--- config.mk ---
export PLATFORM = sky130hd
export DESIGN_NAME = prog_loader_flat
export DESIGN_NICKNAME = d
export VERILOG_FILES = /design/src/rtl/cpu_pkg.sv /design/src/rtl/prog_loader_if.sv /design/src/rtl/xor_accum.sv /design/src/rtl/prog_loader.sv /design/src/flat_wrapper.sv
export SDC_FILE = /design/constraint.sdc
export NUM_CORES = 1
export LEC_CHECK = 0
export BUFFER_PORTS_ARGS = -buffer_cell sky130_fd_sc_hd__buf_2
export CAP_MARGIN = 10
export CORE_MARGIN = 3
export CORE_UTILIZATION = 49
export CTS_CLUSTER_SIZE = 40
export DETAILED_ROUTE_END_ITERATION = 12
export GPL_TIMING_DRIVEN = 0
export PLACE_DENSITY = 0.75
export SLEW_MARGIN = 20
export SYNTH_ARGS = -nofsm -noshare
export SYNTH_HDL_FRONTEND = slang
export SYNTH_SLANG_ARGS = --single-unit
--- constraint.sdc ---
create_clock -name clk -period 3.1 [get_ports clk]
set_clock_uncertainty 0.05 [all_clocks]
set_input_delay 0.155 -clock clk [delete_from_list [all_inputs] [get_ports clk]]
set_output_delay 0.155 -clock clk [all_outputs]
set_load 0.01 [all_outputs]
--- src/rtl/cpu_pkg.sv ---
// ============================================================================
//  Module      : cpu_pkg
//  Description : Shared CPU sizing constants and the program-loader state type.
//  Revision    : 1.0
// ============================================================================
`default_nettype none

package cpu_pkg;

    localparam int OP_SIZE  = 4;
    localparam int ARG_SIZE = 3;
    localparam int ARG_NUM  = 2;
    localparam int ADDR_W   = 6;
    localparam int IW       = OP_SIZE + ARG_NUM * ARG_SIZE;

    typedef enum logic [2:0] {
        LD_IDLE = 3'd0,
        LD_LOAD = 3'd1,
        LD_CSUM = 3'd2,
        LD_RUN  = 3'd3,
        LD_ERR  = 3'd4
    } loader_state_e;

endpackage

`default_nettype wire

--- src/rtl/prog_loader_if.sv ---
// ============================================================================
//  Module      : prog_loader_if
//  Description : Host stream, instruction-memory write port and status of the loader.
//  Revision    : 1.0
// ============================================================================
`default_nettype none

interface prog_loader_if
    import cpu_pkg::*;
#(
    parameter int IW_P     = cpu_pkg::IW,
    parameter int ADDR_W_P = cpu_pkg::ADDR_W
);
    logic                load_req;
    logic                in_valid;
    logic                in_ready;
    logic [IW_P-1:0]     in_data;
    logic                in_last;
    logic                mem_we;
    logic [ADDR_W_P-1:0] mem_addr;
    logic [IW_P-1:0]     mem_wdata;
    logic                cpu_run;
    logic                load_err;
    logic [ADDR_W_P:0]   word_count;

    modport master (
        output load_req, in_valid, in_data, in_last,
        input  in_ready, mem_we, mem_addr, mem_wdata, cpu_run, load_err, word_count
    );

    modport slave (
        input  load_req, in_valid, in_data, in_last,
        output in_ready, mem_we, mem_addr, mem_wdata, cpu_run, load_err, word_count
    );

endinterface

`default_nettype wire

--- src/rtl/xor_accum.sv ---
// ============================================================================
//  Module      : xor_accum
//  Description : Clearable XOR accumulator; clr has priority over en.
//  Revision    : 1.0
// ============================================================================
`default_nettype none

module xor_accum
    import cpu_pkg::*;
#(
    parameter int W = cpu_pkg::IW
) (
    input  wire logic         clk,
    input  wire logic         rst,
    input  wire logic         clr,
    input  wire logic         en,
    input  wire logic [W-1:0] d,
    output logic      [W-1:0] q
);

    always_ff @(posedge clk) begin
        if (rst || clr) begin
            q <= '0;
        end else if (en) begin
            q <= q ^ d;
        end
    end

endmodule

`default_nettype wire

--- src/rtl/prog_loader.sv ---
// ============================================================================
//  Module      : prog_loader
//  Description : Loads host words into instruction memory, verifies the XOR
//                checksum and releases the CPU only after a clean load.
//  Revision    : 1.0
// ============================================================================
`default_nettype none

module prog_loader
    import cpu_pkg::*;
#(
    parameter int OP_SIZE  = cpu_pkg::OP_SIZE,
    parameter int ARG_SIZE = cpu_pkg::ARG_SIZE,
    parameter int ARG_NUM  = cpu_pkg::ARG_NUM,
    parameter int ADDR_W   = cpu_pkg::ADDR_W
) (
    input  wire logic    clk,
    input  wire logic    rst,
    prog_loader_if.slave bus
);

    localparam int IW_L = OP_SIZE + ARG_NUM * ARG_SIZE;

    localparam logic [2:0] S_IDLE = 3'(LD_IDLE);
    localparam logic [2:0] S_LOAD = 3'(LD_LOAD);
    localparam logic [2:0] S_CSUM = 3'(LD_CSUM);
    localparam logic [2:0] S_RUN  = 3'(LD_RUN);
    localparam logic [2:0] S_ERR  = 3'(LD_ERR);

    localparam logic [ADDR_W:0] C_DEPTH = (ADDR_W + 1)'(1) << ADDR_W;

    logic [2:0]        r_state;
    logic [2:0]        w_state_nxt;
    logic              r_in_ready;
    logic              r_cpu_run;
    logic              r_load_err;
    logic              r_mem_we;
    logic [ADDR_W-1:0] r_mem_addr;
    logic [IW_L-1:0]   r_mem_wdata;
    logic [ADDR_W:0]   r_count;
    logic [IW_L-1:0]   w_csum;
    logic              w_hs;
    logic              w_wr;
    logic              w_clr;

    assign w_hs = bus.in_valid & r_in_ready;

    // load_req wins in every state, so a handshake in a restart cycle is dropped.
    always_comb begin
        w_state_nxt = r_state;
        w_wr        = 1'b0;
        w_clr       = 1'b0;
        if (bus.load_req) begin
            w_state_nxt = S_LOAD;
            w_clr       = 1'b1;
        end else begin
            case (r_state)
                S_LOAD: begin
                    if (w_hs) begin
                        if (r_count == C_DEPTH) begin
                            w_state_nxt = S_ERR;
                        end else begin
                            w_wr = 1'b1;
                            if (bus.in_last) begin
                                w_state_nxt = S_CSUM;
                            end
                        end
                    end
                end
                S_CSUM: begin
                    if (w_hs) begin
                        w_state_nxt = (bus.in_data == w_csum) ? S_RUN : S_ERR;
                    end
                end
                default: w_state_nxt = r_state;
            endcase
        end
    end

    xor_accum #(
        .W (IW_L)
    ) u_csum (
        .clk (clk),
        .rst (rst),
        .clr (w_clr),
        .en  (w_wr),
        .d   (bus.in_data),
        .q   (w_csum)
    );

    // Status flags are decoded from the next state so they are plain registers.
    always_ff @(posedge clk) begin
        if (rst) begin
            r_state     <= S_IDLE;
            r_in_ready  <= 1'b0;
            r_cpu_run   <= 1'b0;
            r_load_err  <= 1'b0;
            r_mem_we    <= 1'b0;
            r_mem_addr  <= '0;
            r_mem_wdata <= '0;
            r_count     <= '0;
        end else begin
            r_state    <= w_state_nxt;
            r_in_ready <= (w_state_nxt == S_LOAD) || (w_state_nxt == S_CSUM);
            r_cpu_run  <= (w_state_nxt == S_RUN);
            r_load_err <= (w_state_nxt == S_ERR);
            r_mem_we   <= w_wr;
            if (w_wr) begin
                r_mem_addr  <= r_count[ADDR_W-1:0];
                r_mem_wdata <= bus.in_data;
            end
            if (w_clr) begin
                r_count <= '0;
            end else if (w_wr) begin
                r_count <= r_count + 1'b1;
            end
        end
    end

    assign bus.in_ready   = r_in_ready;
    assign bus.cpu_run    = r_cpu_run;
    assign bus.load_err   = r_load_err;
    assign bus.mem_we     = r_mem_we;
    assign bus.mem_addr   = r_mem_addr;
    assign bus.mem_wdata  = r_mem_wdata;
    assign bus.word_count = r_count;

endmodule

`default_nettype wire

--- src/flat_wrapper.sv ---
// flat-port wrapper written by rule: the top's interface ports become plain ports
module prog_loader_flat import cpu_pkg::*;
#(
    parameter int OP_SIZE  = cpu_pkg::OP_SIZE,
    parameter int ARG_SIZE = cpu_pkg::ARG_SIZE,
    parameter int ARG_NUM  = cpu_pkg::ARG_NUM,
    parameter int ADDR_W   = cpu_pkg::ADDR_W
)
  (clk, rst, bus_load_req, bus_in_valid, bus_in_data, bus_in_last, bus_in_ready, bus_mem_we, bus_mem_addr, bus_mem_wdata, bus_cpu_run, bus_load_err, bus_word_count);
  prog_loader_if bus_i ();
  input  wire logic clk;
  input  wire logic rst;
  input wire logic [$bits(bus_i.load_req)-1:0] bus_load_req;
  input wire logic [$bits(bus_i.in_valid)-1:0] bus_in_valid;
  input wire logic [$bits(bus_i.in_data)-1:0] bus_in_data;
  input wire logic [$bits(bus_i.in_last)-1:0] bus_in_last;
  output wire logic [$bits(bus_i.in_ready)-1:0] bus_in_ready;
  output wire logic [$bits(bus_i.mem_we)-1:0] bus_mem_we;
  output wire logic [$bits(bus_i.mem_addr)-1:0] bus_mem_addr;
  output wire logic [$bits(bus_i.mem_wdata)-1:0] bus_mem_wdata;
  output wire logic [$bits(bus_i.cpu_run)-1:0] bus_cpu_run;
  output wire logic [$bits(bus_i.load_err)-1:0] bus_load_err;
  output wire logic [$bits(bus_i.word_count)-1:0] bus_word_count;
  assign bus_i.load_req = bus_load_req;
  assign bus_i.in_valid = bus_in_valid;
  assign bus_i.in_data = bus_in_data;
  assign bus_i.in_last = bus_in_last;
  assign bus_in_ready = bus_i.in_ready;
  assign bus_mem_we = bus_i.mem_we;
  assign bus_mem_addr = bus_i.mem_addr;
  assign bus_mem_wdata = bus_i.mem_wdata;
  assign bus_cpu_run = bus_i.cpu_run;
  assign bus_load_err = bus_i.load_err;
  assign bus_word_count = bus_i.word_count;
  prog_loader #(.OP_SIZE(OP_SIZE), .ARG_SIZE(ARG_SIZE), .ARG_NUM(ARG_NUM), .ADDR_W(ADDR_W)) u_core (.clk(clk), .rst(rst), .bus(bus_i));
endmodule
==> out/qor.log <==
INFO  cts            clk_latency=0.36ns
INFO  cells_and_area final-instance-count-excl-fill=301
INFO  grt            grt_pass1_vias=1356
INFO  cts            ctsHtreeMaxLevel=2
INFO  grt            grt_pass1_wl=6.02mm
INFO  status         outcome=complete, no violations
INFO  detailed_routing drc=0
INFO  cts            tritoncts.num_buffers=5
INFO  floorplanning  dieHeight=65.1um
INFO  cts            cts_num_sinks=40
INFO  critical_path  worst_r2r_path_depth=9
INFO  grt            grt_max_degree=14
INFO  floorplanning  core_area=0.00320mm2
INFO  synthesis      syn_area=0.00171mm2
INFO  sta            max_freq=0.463GHz
INFO  detailed_routing detail_route.first_pass.iterations=4
INFO  detailed_routing dr.first_iter.drc_count=60
INFO  floorplanning  start_util=53.4%
INFO  job            timing.max_cap.violations=0
INFO  cells_and_area mostFrequentLayoutCell=sky130_fd_sc_hd__nand2_1
INFO  sta            worst_slew_pin_slew=0.529ns
INFO  cells_and_area finish.net_count=273
INFO  critical_path  critical_path_data_required_time=3.28ns
INFO  critical_path  crit_family=buffers and inverters
INFO  floorplanning  ioPinCount=42
INFO  detailed_routing routed_via_density=4.92
INFO  placed_design  port_buffers=41
INFO  detailed_routing postRouteAntennaNets=0
INFO  pwr            power_per_cell_area=422mW/mm2
INFO  synthesis      synth.net_count=220
INFO  critical_path  ff2ff_setup_slack=0.94ns
INFO  critical_path  timing.critical_path.fanout_max=10
INFO  cells_and_area highest_count_cells_in_the_layout_ignoring_fill_and_taps=49 x sky130_fd_sc_hd__nand2_1, 45 x sky130_fd_sc_hd__buf_2, 40 x sky130_fd_sc_hd__dfxtp_1, 25 x sky130_fd_sc_hd__nor2_1, 19 x sky130_fd_sc_hd__xor2_1
INFO  grt            track_usage=18.6%
INFO  sta            fin_crit_sh=69.7%
INFO  worst_hold_path hold_path_depth=3
INFO  cells_and_area layout-area-overhead-vs-synth=22.0%
INFO  sta            report.final.slew_viol_count=0
INFO  critical_path  critPathMostFrequentCell=sky130_fd_sc_hd__buf_2
INFO  worst_hold_path holdCritPathClass=in -> reg
INFO  floorplanning  die_area=0.00424mm2
INFO  critical_path  cp-end-kind=flip-flop
INFO  synthesis      ys_warn_count=0
INFO  critical_path  worst-endpoint-arrival=2.34ns
INFO  critical_path  ordered_list_of_cells_on_the_worst_path=inv_1 -> ha_1 -> and2_1 -> a211oi_1 -> nand2b_1 -> buf_2 -> buf_2 -> nand2_1 -> a21oi_1
INFO  critical_path  timing.critical_path.slowest_stage_cell=sky130_fd_sc_hd__dfxtp_1
INFO  pwr            cellLeakagePower=0.853nW
INFO  detailed_routing route.detailed.wl_per_inst=12.0um
INFO  cells_and_area utilization=65.2%
INFO  synthesis      syn_inst=203
INFO  cts            cts.repair.resized=0
INFO  synthesis      synth_cell_type_count=36
INFO  placed_design  placedCellCount=288
INFO  worst_hold_path hold_path.startpoint=bus_in_data[9]
INFO  detailed_routing final_wirelength=3.61mm
INFO  floorplanning  die_w=65.1um
INFO  cts            cts.clk_slew.worst_paths=0.13ns
INFO  pwr            peakVddDrop=0.271mV
INFO  synthesis      syn-mean-instance-area=8.43um2
INFO  detailed_routing via_count=1482
INFO  cts            cts.repair_timing.setup_buffer_count=0
INFO  cts            root_cell_of_the_clock_tree=sky130_fd_sc_hd__clkbuf_4
INFO  placed_design  globalplace.congestion=0.769
INFO  floorplanning  placementRows=20
INFO  critical_path  start_kind=flip-flop
INFO  critical_path  critical_path_buf_inv_count=3
INFO  sta            slew_headroom=64.7%
INFO  cells_and_area antenna-diode-count=0
INFO  placed_design  dp_hpwl=2.58mm
INFO  grt            globalRoute.totalOverflow=0
INFO  grt            antenna_found_initial=0
INFO  synthesis      synth_seq_cells=40
INFO  sta            timing.final.hold_violations=0
INFO  worst_hold_path timing.hold.worst_endpoint=u_core.bus.mem_wdata[9]
INFO  critical_path  regToRegEndpoint=u_core.bus.mem_wdata[3]
INFO  critical_path  critPathMaxStageDelay=0.48ns
INFO  sta            setup_tns=0ns
INFO  sta            period_needed=2.16ns
INFO  sta            rsz_0062_raised_after_global_routing=no
INFO  cts            tritoncts=built
INFO  critical_path  critical_path.reg2reg.startpoint=u_core.bus.word_count[0]
INFO  synthesis      synth_sequential_area_ratio=46.8%
INFO  cts            cts-root-to-sink-buffers=2
INFO  sta            finalSetupViolCount=0
INFO  critical_path  critPathKind=reg -> reg
INFO  cells_and_area drive_gt1_share=23.0%
-- flip-flops by register name (all words and copies together), names as in the netlist --
name / flops
u_core.bus.cpu_run: 1
u_core.bus.in_ready: 1
u_core.bus.load_err: 1
u_core.bus.mem_addr: 6
u_core.bus.mem_wdata: 10
u_core.bus.mem_we: 1
u_core.bus.word_count: 7
u_core.r_state: 3
u_core.u_csum.q: 10
-- synth_stat cells --
library cell                instances  area [um2]
sky130_fd_sc_hd__a2111oi_2          1        15.0
sky130_fd_sc_hd__a211o_1            1        8.76
sky130_fd_sc_hd__a211oi_1           1        7.51
sky130_fd_sc_hd__a21boi_1           1        7.51
sky130_fd_sc_hd__a21oi_1           17        85.1
sky130_fd_sc_hd__a311oi_1           1        8.76
sky130_fd_sc_hd__a31oi_1            1        6.26
sky130_fd_sc_hd__and2_1             1        6.26
sky130_fd_sc_hd__and3_1             1        6.26
sky130_fd_sc_hd__and3b_1            1        8.76
sky130_fd_sc_hd__buf_1              1        3.75
sky130_fd_sc_hd__buf_2              4        20.0
sky130_fd_sc_hd__buf_4              1        7.51
sky130_fd_sc_hd__clkbuf_1           3        11.3
sky130_fd_sc_hd__dfxtp_1           40         801
sky130_fd_sc_hd__ha_1               2        25.0
sky130_fd_sc_hd__inv_1              4        15.0
sky130_fd_sc_hd__mux2i_1            1        10.0
sky130_fd_sc_hd__nand2_1           49         184
sky130_fd_sc_hd__nand2_2            1        6.26
sky130_fd_sc_hd__nand2b_1           3        18.8
sky130_fd_sc_hd__nand3_1            1        5.00
sky130_fd_sc_hd__nand3b_1           1        7.51
sky130_fd_sc_hd__nand4_1            4        25.0
sky130_fd_sc_hd__nor2_1            25        93.8
sky130_fd_sc_hd__nor3_1             2        10.0
sky130_fd_sc_hd__nor4_1             1        6.26
sky130_fd_sc_hd__nor4_4             1        21.3
sky130_fd_sc_hd__o21a_1             1        7.51
sky130_fd_sc_hd__o31a_1             2        17.5
sky130_fd_sc_hd__o32a_2             1        11.3
sky130_fd_sc_hd__or2_1              2        12.5
sky130_fd_sc_hd__or2_2              1        6.26
sky130_fd_sc_hd__or3_1              1        6.26
sky130_fd_sc_hd__xnor2_1            6        52.6
sky130_fd_sc_hd__xor2_1            19         166
-- cell families after synthesis --
family	share of synthesized area, %
flip-flops	46.8
XOR/XNOR	12.8
AND/OR/NAND/NOR	24.8
multiplexers	0.585
adder cells (fa/ha/maj)	1.46
buffers and inverters	3.36
AO/OA/AOI/OAI	10.2
-- layer usage --
metal / track usage (%) / vias up / part of all wire (%)
li1: - / 770 / -
met1: 24.0 / 667 / 48
met2: 29.5 / 38 / 45
met3: 5.64 / 7 / 5.7
met4: 6.22 / 0 / 1.3
met5: 0 / - / 0
-- through the flow --
stage | hold slack (ns) | area [um2] | power (mW) | worst slack (ns)
3_5_place_dp | 0.383 | 1970 | 0.604 | 0.978
3_3_place_gp | 0.378 | 1970 | 0.604 | 1.04
5_1_grt | 0.00626 | 2090 | 0.924 | 0.717
6_report | 0.0136 | 2090 | 0.881 | 0.939
4_1_cts | 0.000900 | 2070 | 0.885 | 0.946
2_1_floorplan | 0.241 | 1710 | 0.575 | 1.16
-- power breakdown --
group	internal [mW]	switching (mW)	total, mW
clock network	0.110	0.173	0.283
registers	0.520	0.00505	0.525
logic	0.0312	0.0418	0.0730
total	0.662	0.220	0.881
-- what timing repair did --
action                     in CTS  in global routing
hold buffers                    3                  2
hold endpoints to repair        3                  2
setup endpoints to repair       0                  0
-- area by class of cell --
cell class,count,area [um2]
clock inverter,2,15.0
timing repair buffer,46,255
tap,44,55.1
inverter,4,15.0
multi-input combinational,150,853
sequential,40,801
buffer,9,42.5
clock buffer,6,51.3
fill,320,1110
-- worst max-delay path by stage --
stage	end	depth (start not counted)	slack [ns]	start
global route	u_core.bus.mem_wdata[8]	9	0.72	u_core.bus.word_count[0]
detailed placement	u_core.bus.mem_wdata[3]	9	0.98	u_core.bus.word_count[0]
global placement	u_core.bus.mem_wdata[3]	9	1.04	u_core.bus.word_count[0]
CTS	u_core.bus.mem_wdata[3]	9	0.95	u_core.bus.word_count[0]
finish	u_core.bus.mem_wdata[3]	9	0.94	u_core.bus.word_count[0]
floorplan	u_core.bus.in_ready	8	1.16	u_core.bus.word_count[0]
-- tightest hold or removal path: stages --
cell,delay (ns)
sky130_fd_sc_hd__buf_2,0.12
sky130_fd_sc_hd__nand2_1,0.06
sky130_fd_sc_hd__a21oi_1,0.05
Note: power is estimated with default switching activity, not from simulation.
